===== src/rtl/usb_tx_seq.sv =====
// usb_tx_seq: USB transmit sequencer stepping a bit shifter through token, data and handshake packets.
// Define USB_TX_HANDSHAKE_EN to append the ACK handshake packet; otherwise done follows the data packet.
module usb_tx_seq #(
  parameter int DATA_BYTES = 8,
  parameter int EOP_CYCLES = 2,
  parameter int GAP_CYCLES = 2
) (
  input  logic       clk,
  input  logic       n_rst,
  input  logic       start,
  input  logic [3:0] token_pid,
  input  logic       abort,
  input  logic       field_done,
  output logic       busy,
  output logic [2:0] field_sel,
  output logic       load_en,
  output logic [7:0] pid_out,
  output logic [5:0] byte_idx,
  output logic       data_toggle,
  output logic       done
);

  typedef enum logic [3:0] {
    IDLE, TOK_SYNC, TOK_PID, TOK_CRC5, TOK_EOP, TOK_GAP,
    DAT_SYNC, DAT_PID, DAT_BYTES, DAT_CRC16, DAT_EOP, DAT_GAP,
    HS_SYNC, HS_PID, HS_EOP, HS_GAP
  } state_t;

  localparam logic [3:0] EOP_LOAD  = 4'(EOP_CYCLES - 1);
  localparam logic [3:0] GAP_LOAD  = 4'(GAP_CYCLES - 1);
  localparam logic [5:0] LAST_BYTE = 6'(DATA_BYTES - 1);
  localparam logic [3:0] PID_DATA0 = 4'b0011;
  localparam logic [3:0] PID_DATA1 = 4'b1011;
  localparam logic [3:0] PID_ACK   = 4'b0010;

`ifdef USB_TX_HANDSHAKE_EN
  localparam state_t LAST_GAP = HS_GAP;
`else
  localparam state_t LAST_GAP = DAT_GAP;
`endif

  state_t     state_q, state_d;
  logic [3:0] cnt_q, cnt_d;
  logic [5:0] byte_q, byte_d;
  logic       toggle_q, toggle_d;
  logic       first_q, first_d;
  logic [3:0] tok_pid_q, tok_pid_d;

  logic       is_field;
  logic       is_timed;
  logic [3:0] pid;

  always_comb begin
    // NOTE: every combinational output gets a default before the case so no path leaves it unassigned (no latch).
    state_d   = state_q;
    cnt_d     = cnt_q;
    byte_d    = byte_q;
    toggle_d  = toggle_q;
    first_d   = 1'b0;
    tok_pid_d = tok_pid_q;
    field_sel = 3'd0;
    pid       = 4'd0;
    is_field  = 1'b0;
    is_timed  = 1'b0;
    done      = 1'b0;

    unique case (state_q)
      IDLE: ;
      TOK_SYNC, DAT_SYNC, HS_SYNC: begin field_sel = 3'd1; is_field = 1'b1; end
      TOK_PID:   begin field_sel = 3'd2; is_field = 1'b1; pid = tok_pid_q; end
      DAT_PID:   begin field_sel = 3'd2; is_field = 1'b1; pid = toggle_q ? PID_DATA1 : PID_DATA0; end
      HS_PID:    begin field_sel = 3'd2; is_field = 1'b1; pid = PID_ACK; end
      TOK_CRC5:  begin field_sel = 3'd3; is_field = 1'b1; end
      DAT_BYTES: begin field_sel = 3'd4; is_field = 1'b1; end
      DAT_CRC16: begin field_sel = 3'd5; is_field = 1'b1; end
      TOK_EOP, DAT_EOP, HS_EOP: begin field_sel = 3'd6; is_timed = 1'b1; end
      default:   is_timed = 1'b1;
    endcase

    if (state_q == IDLE) begin
      if (start) begin
        state_d   = TOK_SYNC;
        tok_pid_d = token_pid;
      end
    end else if (is_field) begin
      // The load cycle is owned by the shifter, so a field_done seen there is stale.
      if (field_done && !first_q) begin
        if (state_q == DAT_BYTES && byte_q != LAST_BYTE) begin
          byte_d  = byte_q + 6'd1;
          first_d = 1'b1;
        end else begin
          state_d = state_t'(state_q + 4'd1);
          byte_d  = 6'd0;
        end
      end
    end else if (is_timed) begin
      if (cnt_q != 4'd0) begin
        cnt_d = cnt_q - 4'd1;
      end else if (state_q == LAST_GAP) begin
        state_d  = IDLE;
        done     = 1'b1;
        toggle_d = ~toggle_q;
      end else begin
        state_d = state_t'(state_q + 4'd1);
      end
    end

    // Every entry into a state reloads the hold counter and marks the field's load cycle.
    if (state_d != state_q) begin
      first_d = (state_d != IDLE);
      unique case (state_d)
        TOK_EOP, DAT_EOP, HS_EOP: cnt_d = EOP_LOAD;
        TOK_GAP, DAT_GAP, HS_GAP: cnt_d = GAP_LOAD;
        default:                  cnt_d = 4'd0;
      endcase
    end

    if (abort && state_q != IDLE) begin
      state_d  = IDLE;
      cnt_d    = 4'd0;
      byte_d   = 6'd0;
      toggle_d = toggle_q;
      first_d  = 1'b0;
      done     = 1'b0;
    end
  end

  // NOTE: state registers use non-blocking assignments so every flop samples pre-edge values.
  always_ff @(posedge clk or negedge n_rst) begin
    if (!n_rst) begin
      state_q   <= IDLE;
      cnt_q     <= 4'd0;
      byte_q    <= 6'd0;
      toggle_q  <= 1'b0;
      first_q   <= 1'b0;
      tok_pid_q <= 4'd0;
    end else begin
      state_q   <= state_d;
      cnt_q     <= cnt_d;
      byte_q    <= byte_d;
      toggle_q  <= toggle_d;
      first_q   <= first_d;
      tok_pid_q <= tok_pid_d;
    end
  end

  assign busy        = (state_q != IDLE);
  assign load_en     = is_field & first_q;
  assign pid_out     = (field_sel == 3'd2) ? {~pid, pid} : 8'h00;
  assign byte_idx    = byte_q;
  assign data_toggle = toggle_q;

endmodule


===== config.mk =====
export PLATFORM = sky130hd
export DESIGN_NAME = usb_tx_seq
export DESIGN_NICKNAME = d
export VERILOG_FILES = /design/src/rtl/usb_tx_seq.sv
export SDC_FILE = /design/constraint.sdc
export NUM_CORES = 1
export LEC_CHECK = 0
export CAP_MARGIN = 20
export CORE_ASPECT_RATIO = 1.75
export CORE_MARGIN = 3
export CORE_UTILIZATION = 35
export DETAILED_ROUTE_END_ITERATION = 7
export HOLD_SLACK_MARGIN = 0.12
export PLACE_DENSITY = 0.61
export SLEW_MARGIN = 10
export SYNTH_ARGS = -nofsm -noshare
export SYNTH_HDL_FRONTEND = slang
export SYNTH_SLANG_ARGS = --single-unit

===== constraint.sdc =====
create_clock -name clk -period 2.6 [get_ports clk]
set_input_delay 0.65 -clock clk [delete_from_list [all_inputs] [get_ports clk]]
set_output_delay 0.65 -clock clk [all_outputs]
set_load 0.02 [all_outputs]

---- Word-level counts from Yosys, hierarchy flattened ----
Cells that the tools add are included.
Widths: inputs -> output; s select.
word-level totals
  register bits ........................... 20
  bits of input ports ..................... 9
  output and inout port bits .............. 21
  word-level logic and storage cells ...... 102
cells by class
  add/subtract/negate cells ............... 3
  equal/unequal tests ..................... 26
  multiplexer cells ....................... 38
  bitwise gates (word level) .............. 8
  reduce and logical (&&, ||, !) cells .... 21
operators by type and width
  cell                 number
  $mux 4               16
  $eq 4x4->1 const B   11
  $mux 6               5
  $eq 4x3->1 const B   5
  $pmux 3 s6           1
  $mux 1               14
  $pmux 4 s3           1
  $reduce_bool 4->1    3
  $reduce_or 10->1     1
  $ne 3x1->1 const B   3
  $reduce_or 3->1      3
  $reduce_or 9->1      1
  $eq 4x2->1 const B   2
  $mux 8               1
  $add 6x1->6 const B  1
  $ne 6x3->1 const B   1
  $not 1->1            6
  $reduce_and 6->1     1
  $reduce_or 6->1      1
  $add 4x1->4 const B  1
  $eq 4x1->1 const B   1
  $logic_not 4->1      1
  $ne 4x4->1           1
  $not 4->4            1
  11 further kinds     14

---- Longest topological paths before layout ----
Gate-level depths: netlist (run 1).
  depth after elaboration ................. 11
  mapped depth ............................ 12
  mapped depth without buffers ............ 11

---- Least setup slack after synthesis (run 1) ----
Ideal clock, no wire load.
  path kind ............................... reg-to-output
  start point ............................. register state_q[0]
  end point ............................... output pid_out[1]
  data arrival time ....................... 1.938 ns
  required time ........................... 1.950 ns
  path slack .............................. 0.012 ns
  cell stages (with the launch flop) ...... 8
  path buffers ............................ 0
  path through ............................ dfrtp_1 -> inv_1 -> ha_1 -> nor2b_1 -> a32oi_1 -> nor2_1 -> a41oi_1 -> nor3_1
on the way
  longest elaborated chain between the ends .. 5
  elaborated cells between the ends (all ways) .. 19
  classes of those cells .................. eq/ne (13); mux (3); reduce/logical (3)
RTL lines
  element                                   RTL line  source
  from (decl)                               42        state_t state_q, state_d;
  from (signal assigned)                    138       state_q <= state_d;
  $eq 4x3->1, or another cell as far along  67        unique case (state_q)
  $reduce_or 3->1 (on tied branches)        --
  $pmux 3 s6                                67
  $eq 3x2->1                                149       assign pid_out = (field_sel == 3'd2) ? {~pid, pid} : 8'h00;
  $mux 8 *                                  149
  to (decl)                                 17        output logic [7:0] pid_out,
Every way passes the cells marked *; elsewhere a longest branch is shown, timed or not.

---- Worst setup path after layout (run 1) ----
  start point ............................. register state_q[1]
  end point ............................... output load_en
on the way
  longest elaborated chain between the ends .. 4
  elaborated cells between the ends (all ways) .. 12
  classes of those cells .................. eq/ne (9); mux (1); bitwise (1); reduce/logical (1)
RTL lines
  element                                   RTL line  source
  $eq 4x4->1, or another cell as far along  67
  $reduce_or 9->1 (no source line) *        --
  $mux 1 *                                  67
  $and 1x1->1 *                             148       assign load_en = is_field & first_q;
  to (decl)                                 16        output logic load_en,
Marks and branches as above.

==> results of run 1 <==
[cells in the final DEF (no fill, tap or decap), types with 3 or more instances in the layout]
cell type / n
mux2_2: 4
buf_2: 4
clkbuf_8: 4
nor3_1: 5
nand3_1: 6
inv_2: 4
clkbuf_2: 6
nor2_4: 4
dfrtp_1: 19
buf_4: 45
o21ai_0: 13
or3_1: 3
buf_6: 10
nor2_1: 21
inv_1: 4
nor3_2: 3
a31oi_1: 5
a21oi_1: 13
a211oi_1: 3
clkdlybuf4s50_1: 15
nand2_1: 13
[logic make-up after synthesis]
family                   after synthesis  share of synthesized area
XOR/XNOR                               2                     0.0104
AND/OR/NAND/NOR                       85                      0.274
buffers and inverters                 18                     0.0498
AO/OA/AOI/OAI                         67                      0.285
adder cells (fa/ha/maj)                6                     0.0446
multiplexers                           6                     0.0387
flip-flops                            20                      0.297
[layout make-up]
type	count	share of cell area
Inverter	9	0.0140
Multi-Input combinational cell	166	0.496
Tap cell	51	0.0246
Clock buffer	4	0.0212
Timing Repair Buffer	80	0.251
Sequential cell	20	0.194
[state kept, by name (all words and copies together) (netlist names)]
name and flops:
byte_idx 6, cnt_q 4, data_toggle 1, state_q 4, first_q 1, tok_pid_q 4
[final timing paths]
kind	start	to	slack (ns)	cells after the start
worst max register to register	state_q[1]	cnt_q[0]	0.01	12
worst min register to register	tok_pid_q[0]	tok_pid_q[0]	0.52	1
worst max-delay path	state_q[1]	load_en	-0.02	7
worst min-delay path	tok_pid_q[0]	tok_pid_q[0]	0.52	1
min in group asynchronous	n_rst	data_toggle	0.72	2
max in group asynchronous	n_rst	state_q[3]	1.63	2
[through the flow]
step | hold slack [ns] | setup WS, ns
2_1_floorplan | 0.354 | 0.0120
3_3_place_gp | 0.505 | -0.291
3_5_place_dp | 0.509 | -0.307
4_1_cts | 0.524 | -0.208
5_1_grt | 0.548 | -0.137
6_report | 0.524 | -0.0250
[metal layers]
metal,GRT usage,part of all wire
met5,0,0
met2,0.366,0.56
met4,0.0893,0.034
met3,0.0172,0.037
met1,0.225,0.36
[critical path, cell delays in order, from the launching register on]
cell and delay [ns]:
dfrtp_1 0.42, inv_2 0.09, ha_2 0.19, buf_4 0.16, or3b_4 0.38, o31a_2 0.15
and2_1 0.16, buf_2 0.15
[synthesized netlist by cell type, drive strengths merged, types with 2 or more instances]
cell type,instances
nor3,9
mux2i,2
mux2,4
inv,9
nand3b,2
a32oi,3
a211oi,4
nand2,14
nand2b,2
a221oi,2
ha,6
o311ai,4
and3,3
nor2b,5
and2,4
o21ai,15
or2,2
a31oi,5
o31ai,2
nor2,27
a21oi,15
nand3,6
nand4,2
or3,4
buf,5
dfrtp,20
nor3b,2
clkbuf,4
[where the power goes]
part / internal (uW) / total [uW] / switching, uW
clock: 135 / 255 / 120
combinational: 1180 / 2500 / 1320
sequential: 392 / 465 / 73.0
total: 1710 / 3220 / 1510
[what timing repair did]
action / in CTS / in global routing
buffers inserted: 7 / 2
resized for setup: 68 / 47
endpoints found under the hold margin: 0 / 0
endpoints found under the setup margin: 16 / 18
pin swaps: 8 / 4
==> metrics.yaml, run 1 <==
netlist_area_um2: 1680
slew_headroom: 0.694
ant_nets: 0
cp-end-kind: "output port"
drt_wl_total_um: 5590
p_leak_uw: 0.00110
cp_data_arrival_time_ns: 1.97
initial_core_util: 0.372
instances_no_fill: 330
rsz0062_at_grt: "yes"
fin_area_um2: 2590
grt_pass1_vias: 1889
dpl.cell_count: 318
crit_path_max_fanout: 5
period_share: 1.01
dp.final_hpwl_um: 4070
slew_violations: 0
fp.dieH_um: 97.7
synthCells: 204
hold_viol: 0
synth_top_cell_by_area: "dfrtp_1"
cts_root_buffer: "clkbuf_8"
path_clk_slew_ns: 0.08
utilization: 0.573
status: "finished with violations"
async_reset_ff_frac: 1.00
multiInputGateArea_um2: 1280
port_buffers: 29
filler_cell_count: 427
yosys.area.top_type_share: 0.297
setup.worst_path.start_class: "register"
num_rows: 32
num_antenna_cells: 0
vias: 1899
via_per_inst: 5.75
crit_type: "register to output port"
avgSynthCellArea_um2: 8.25
yosys_warnings: 0
synth_edf_count: 0
finalWorstSetupSlack_ns: -0.0250
min_period_ns: 2.62
syn_to_final_growth_pct: 54.1
yosysSeqAreaShare: 0.297
cp.required_ns: 1.95
cts_buffers: 3
clock_skew_ns: 0.00158
clockBufferDepth: 2
dieWidth_um: 58.4
layout.nets: 295
placed_area_um2: 2310
die_area_um2: 5710
synth-main-ff-cell: "dfrtp_1"
htree_levels: 1
grt_pass1_wl_um: 9010
antenna_found_initial: 0
wl_per_cell_um: 16.9
pin_count: 30
drcViolationCount: 0
ys_top_cells_by_area: "dfrtp_1, nor2_1, a21oi_1, ha_1, o21ai_0"
vdd_ir_drop_max_mv: 0.787
worstMarginPinSlew_ns: 0.452
syn_nets: 219
seqCellArea_um2: 502
gp_congestion: 0.922
hp-class: "register to register"
cts_tree: "yes"
power_density_nw_per_um2: 1240
grt_usage: 0.201
holdBufCountCts: 0
finalSetupViolCount: 5
yosys.cell_types.count: 67
failed_checks: "setup timing"
drtPass1Iterations: 4
overflow: 0
drt_iter0_drc: 70
drive_above_1_share: 0.437
ys_seq_elements: 20
drv_cap: 0
coreArea_um2: 4520
cts_sinks: 20
fin_tns_setup_ns: -0.0523
clk_latency_ns: 0.27
p_total_uw: 3220
max_freq_mhz: 381
grt_max_degree: 21
Power figures use the tool's default switching activity.
==> run 2: changes to the inputs <==
--- a/config.mk
+++ b/config.mk
@@ -5,6 +5,7 @@
 export SDC_FILE = /design/constraint.sdc
 export NUM_CORES = 1
 export LEC_CHECK = 0
+export ABC_AREA = 1
 export CAP_MARGIN = 20
 export CORE_ASPECT_RATIO = 1.75
 export CORE_MARGIN = 3
==> constraint.sdc (replaced) <==
create_clock -name clk -period 2.6 [get_ports clk]
set_input_delay 0.65 -clock clk [delete_from_list [all_inputs] [get_ports clk]]
set_output_delay 0.65 -clock clk [all_outputs]
set_load 0.005 [all_outputs]
==> metrics.yaml, run 2 <==
fp.dieH_um: 98.5  # +0.76%
overflow: 0  # unchanged
syn_nets: 271  # +24%
p_comb_frac: 0.743  # -0.033
drt_iter0_drc: 27  # -61%
status: "finished with violations"
largest_register_ffs: 6  # unchanged
synth_common_cells: "nand2_1, inv_1, nand3_1"
cp.required_ns: 1.95  # about the same
syn_to_final_growth_pct: 53.5
synth-compound-area-share: 0.0907  # -0.194
r2r-start: "state_q[1]"
synth_most_common_cell: "nand2_1"
sw_frac_of_total: 0.476  # +0.00682
grt_max_degree: 21  # unchanged
grt_usage: 0.186  # -0.0144
min_period_ns: 2.61  # -0.0155 ns
drv_cap: 0  # unchanged
place_ws_ns: -0.185  # +0.122 ns
layout.nets: 352  # +19%
drcViolationCount: 0  # unchanged
hp-class: "register to register"
drt_wl_total_um: 4930  # -12%
vdd_ir_drop_max_mv: 0.919  # +17%
holdBufCountCts: 0  # unchanged
drtPass1Iterations: 4  # unchanged
ant_nets: 0  # unchanged
finalWorstSetupSlack_ns: -0.00945  # +0.0155 ns
cts_sinks: 20  # unchanged
vias: 1935  # +1.9%
synthAdderAreaFrac: 0.0439  # -0.000718
pwr-share-seq: 0.167  # +0.022
failed_checks: "setup timing"
hold_viol: 0  # unchanged
num_antenna_cells: 0  # unchanged
yosys.area.top_type_share: 0.293  # -0.00479
power.switching_uw: 1270  # -16%
clock_skew_ns: 0.00277  # +0.00119 ns
met2_wirelength_um: 2850  # -9.6%
path_clk_slew_ns: 0.08  # about the same
p_leak_uw: 0.00134  # +22%
yosys.cell_types.count: 34  # -49%
cts_tree: "yes"
worstMarginPinSlew_ns: 0.276  # -0.175 ns
layout_commonest_cell: "nand2_1"
antenna_found_initial: 0  # unchanged
slew_headroom: 0.816  # +0.122
die_area_um2: 5790  # +1.5%
ys_top_cells_by_area: "dfrtp_1, nand2_1, nand3_1, inv_1, nor2_1"
synth_top_cell_by_area: "dfrtp_1"
cts_buffers: 3  # unchanged
num_rows: 33  # +3.1%
crit_path_max_fanout: 5  # unchanged
grt_pass1_wl_um: 8530  # -5.4%
clkPwrFrac: 0.090  # +0.011
internal-power_uw: 1400  # -18%
fin_area_um2: 2630  # +1.3%
via_per_inst: 4.99  # -13%
coreArea_um2: 4710  # +4.0%
gp_congestion: 0.841  # -8.9%
synth_mux_area_frac: 0.0132  # -0.0255
rsz0062_at_grt: "yes"
wl_per_cell_um: 12.7  # -25%
yosysSeqAreaShare: 0.293  # -0.00479
startpoint: "state_q[0]"
placed_area_um2: 2290  # -0.70%
htree_levels: 1  # unchanged
grt_pass1_vias: 1913  # +1.3%
hold_start: "cnt_q[0]"
drive_above_1_share: 0.390  # -0.0474
pin_count: 30  # unchanged
cp-end-kind: "output port"
synthCells: 256  # +25%
async_reset_ff_frac: 1.00  # unchanged
wl_met3_um: 60  # -71%
port_buffers: 29  # unchanged
dr.max_layer_used: "met4"
clockBufferDepth: 2  # unchanged
setup.worst_path.start_class: "register"
crit_type: "register to output port"
dp.final_hpwl_um: 3860  # -5.2%
finalSetupViolCount: 3  # -2
synth_top_family_by_area: "simple AND/OR/NAND/NOR gates"
dieWidth_um: 58.8  # +0.74%
yosys.area_share.simple: 0.440  # +0.165
power_density_nw_per_um2: 1020  # -18%
ys_seq_elements: 20  # unchanged
slew_violations: 0  # unchanged
cp_data_arrival_time_ns: 1.96  # about the same
avgSynthCellArea_um2: 6.68  # -19%
clk_latency_ns: 0.26  # about the same
synth_xor_area_frac: 0.0102  # -0.000168
netlist_area_um2: 1710  # +1.6%
met1_length_um: 1800  # -12%
initial_core_util: 0.363  # -0.00859
yosys_warnings: 0  # unchanged
synth-main-ff-cell: "dfrtp_1"
final_cell_mix: "nand2_1, buf_4, inv_1"
cts_root_buffer: "clkbuf_8"
period_share: 1.00  # -0.00597
synth_edf_count: 0  # unchanged
max_freq_mhz: 383  # +0.59%
-- run 2: layer usage --
layer  vias up  GRT usage
li1        983          -
met1       913      0.197
met2        25      0.345
met3        14     0.0144
met4         0     0.0995
met5         -          0
-- run 2: logic make-up after synthesis --
| logic type | after synthesis |
|---|---|
| and+or+nand+nor | 153 |
| buffers and inverters | 45 |
| AOI/OAI and AO/OA | 28 |
| DFF | 20 |
| adders and majority gates | 6 |
| xor gates and xnor gates | 2 |
| muxes | 2 |
-- run 2: cell type report --
| type | instances | area, um2 |
|---|---|---|
| inverters | 42 | 165 |
| flip-flops and latches | 20 | 504 |
| clock buffers | 4 | 55.1 |
| repair buffers | 79 | 651 |
| multi-input cells | 191 | 1180 |
| fillers | 464 | 2080 |
| well taps | 52 | 65.1 |
-- run 2: power by group through the flow --
stage | combinational (uW) | clock (uW) | sequential, uW
CTS | 1870 | 251 | 440
global route | 2210 | 263 | 459
detailed placement | 1700 | 0 | 444
floorplan | 1070 | 0 | 441
global placement | 1680 | 0 | 443
finish | 1990 | 240 | 448
-- run 2: worst max-delay path: stages (launching register included) --
cell and delay [ns]:
dfrtp_1 0.42, buf_6 0.14, ha_4 0.17, nand2_2 0.09
nand3_4 0.06, inv_1 0.06, nand2_2 0.05, nor2_2 0.13
nand2_2 0.11, buf_4 0.15, buf_4 0.12, nor2_1 0.07
buf_2 0.12
-- run 2: stage by stage --
step | total power (uW) | setup TNS, ns | hold slack [ns] | cells | util
2_1_floorplan | 1510 | 0 | 0.354 | 256 | -
3_3_place_gp | 2130 | -0.743 | 0.489 | 368 | 0.487
3_5_place_dp | 2140 | -1.14 | 0.495 | 368 | 0.487
4_1_cts | 2560 | -0.533 | 0.515 | 381 | 0.535
5_1_grt | 2930 | -0.897 | 0.535 | 388 | 0.558
6_report | 2680 | -0.0131 | 0.509 | 388 | 0.558
-- run 2: worst paths after layout --
kind	to	slack [ns]	cells after the start
setup reg to reg	cnt_q[0]	0.21	20
max in group asynchronous	state_q[3]	1.62	2
min in group asynchronous	tok_pid_q[2]	0.74	2
hold / removal	cnt_q[0]	0.51	2
setup / recovery	pid_out[7]	-0.009	12
hold reg to reg	cnt_q[0]	0.51	2
-- run 2: repair_timing --
item                                    4_1_cts  5_1_grt
endpoints found under the setup margin       13       18
gates cloned                                  0        0
endpoints found under the hold margin         0        0
gates resized for setup                      50       38
buffers inserted                              9        7
pin swaps                                     6        7
==> run 3: changes to the inputs <==
--- a/config.mk
+++ b/config.mk
@@ -8,7 +8,7 @@
 export ABC_AREA = 1
 export CAP_MARGIN = 20
 export CORE_ASPECT_RATIO = 1.75
-export CORE_MARGIN = 3
+export CORE_MARGIN = 2
 export CORE_UTILIZATION = 35
 export DETAILED_ROUTE_END_ITERATION = 7
 export HOLD_SLACK_MARGIN = 0.12
==> metrics.yaml, run 3 (synthesized netlist as in run 2, its figures left out) <==
power_density_nw_per_um2: 1020  # -0.10%
slew_violations: 0  # unchanged
drv_cap: 0  # unchanged
finalSetupViolCount: 0  # -3
rsz0062_at_grt: "yes"
port_buffers: 29  # unchanged
worstMarginPinSlew_ns: 0.272  # -0.00493 ns
layout.nets: 340  # -3.4%
r2r-start: "state_q[1]"
grt_pass1_vias: 1834  # -4.1%
r2r_end: "cnt_q[0]"
path_clk_slew_ns: 0.08  # about the same
p_leak_uw: 0.00128  # -4.7%
hold_viol: 0  # unchanged
final_cell_mix: "nand2_1, buf_4, inv_1"
instances_no_fill: 375  # -3.4%
clk_latency_ns: 0.27  # about the same
hold_start: "data_toggle"
min_period_ns: 2.54  # -0.0670 ns
num_antenna_cells: 0  # unchanged
dp.final_hpwl_um: 3770  # -2.2%
grt_usage: 0.190  # +0.00369
cp.required_ns: 1.95  # about the same
overflow: 0  # unchanged
grt_max_degree: 21  # unchanged
fp.dieH_um: 96.5  # -2.0%
cts_root_buffer: "clkbuf_8"
via_per_inst: 5.00  # +0.26%
cp_data_arrival_time_ns: 1.89  # -0.07 ns
grt_pass1_wl_um: 8000  # -6.1%
num_rows: 33  # unchanged
cts_sinks: 20  # unchanged
clockBufferDepth: 2  # unchanged
coreArea_um2: 4710  # unchanged
largest_register_ffs: 6  # unchanged
clock_skew_ns: 0.00435  # +0.00157 ns
reg2regPathDepth: 19  # -5.0%
startpoint: "state_q[3]"
pin_count: 30  # unchanged
cp-end-kind: "output port"
syn_to_final_growth_pct: 46.3
drcViolationCount: 0  # unchanged
initial_core_util: 0.363  # unchanged
hp-class: "register to register"
cts_buffers: 3  # unchanged
vias: 1875  # -3.1%
r2r_slack_ns: 0.21  # about the same
slew_headroom: 0.819  # +0.00328
layout_commonest_cell: "nand2_1"
gp_congestion: 0.893  # +6.2%
cts_tree: "yes"
setup.worst_path.start_class: "register"
vdd_ir_drop_max_mv: 0.732  # -20%
hold_path_depth: 1  # -1
antenna_found_initial: 0  # unchanged
dieWidth_um: 56.8  # -3.4%
drt_wl_total_um: 4870  # -1.2%
dpl.cell_count: 364  # -1.1%
crit_type: "register to output port"
period_share: 0.978  # -0.0258
drtPass1Iterations: 4  # unchanged
max_freq_mhz: 393  # +2.6%
fin_area_um2: 2500  # -4.7%
fin_tns_setup_ns: 0  # +0.0131 ns
die_area_um2: 5480  # -5.4%
status: "finished clean"
drt_iter0_drc: 38  # +41%
utilization: 0.532  # -0.0261
holdWs_ns: 0.505  # -0.00464 ns
htree_levels: 1  # unchanged
crit_path_max_fanout: 6  # +1
placed_area_um2: 2260  # -1.3%
wl_per_cell_um: 13.0  # +2.2%
ant_nets: 0  # unchanged
min_to: "data_toggle"
drive_above_1_share: 0.353  # -0.0369
[run 3: metrics by stage]
| step | setup WS, ns | total power, uW |
|---|---|---|
| after floorplan | 0.400 | 1510 |
| after global placement | -0.199 | 2110 |
| after detailed placement | -0.209 | 2120 |
| after CTS | -0.0115 | 2490 |
| after global routing | -0.0770 | 2780 |
| final | 0.0576 | 2550 |
[run 3: worst max-delay path, cell delays in order, from the launching register on]
cell and delay [ns]:
dfrtp_2 0.48, buf_4 0.18, nand2_1 0.13, nor2_4 0.06
nand3b_1 0.19, nor2_2 0.11, nand2_2 0.10, buf_4 0.14
a21oi_1 0.10, buf_2 0.12
[run 3: what timing repair did]
| item | 4_1_cts | 5_1_grt |
|---|---|---|
| hold endpoints to repair | 0 | 0 |
| gates resized for setup | 47 | 30 |
| pin swaps | 2 | 5 |
| hold buffers | 0 | 0 |
| buffers inserted | 6 | 2 |
| endpoints found under the setup margin | 13 | 14 |
[run 3: layer usage]
layer	GRT usage	vias up	wire [um]
li1	-	958	-
met1	0.185	860	1770
met2	0.368	34	2720
met3	0.0120	23	61
met4	0.140	0	316
met5	0	-	0
[run 3: cell type report]
cell class	count	area, um2
Inverter	42	165
Fill cell	465	2200
Tap cell	52	65.1
Multi-Input combinational cell	191	1170
Clock buffer	3	41.3
Sequential cell	20	504
Timing Repair Buffer	67	552
[run 3: how the worst max path moves through the flow]
stage / to / slack (ns) / depth (start not counted)
6_report: pid_out[6] / 0.06 / 9
4_1_cts: pid_out[7] / -0.01 / 11
5_1_grt: pid_out[6] / -0.08 / 11
3_5_place_dp: done / -0.21 / 5
2_1_floorplan: pid_out[6] / 0.40 / 9
3_3_place_gp: done / -0.20 / 5
[run 3: power by group]
group | switching [uW] | internal (uW)
sequential | 58.0 | 391
combinational | 1080 | 805
clock | 108 | 104
total | 1250 | 1300
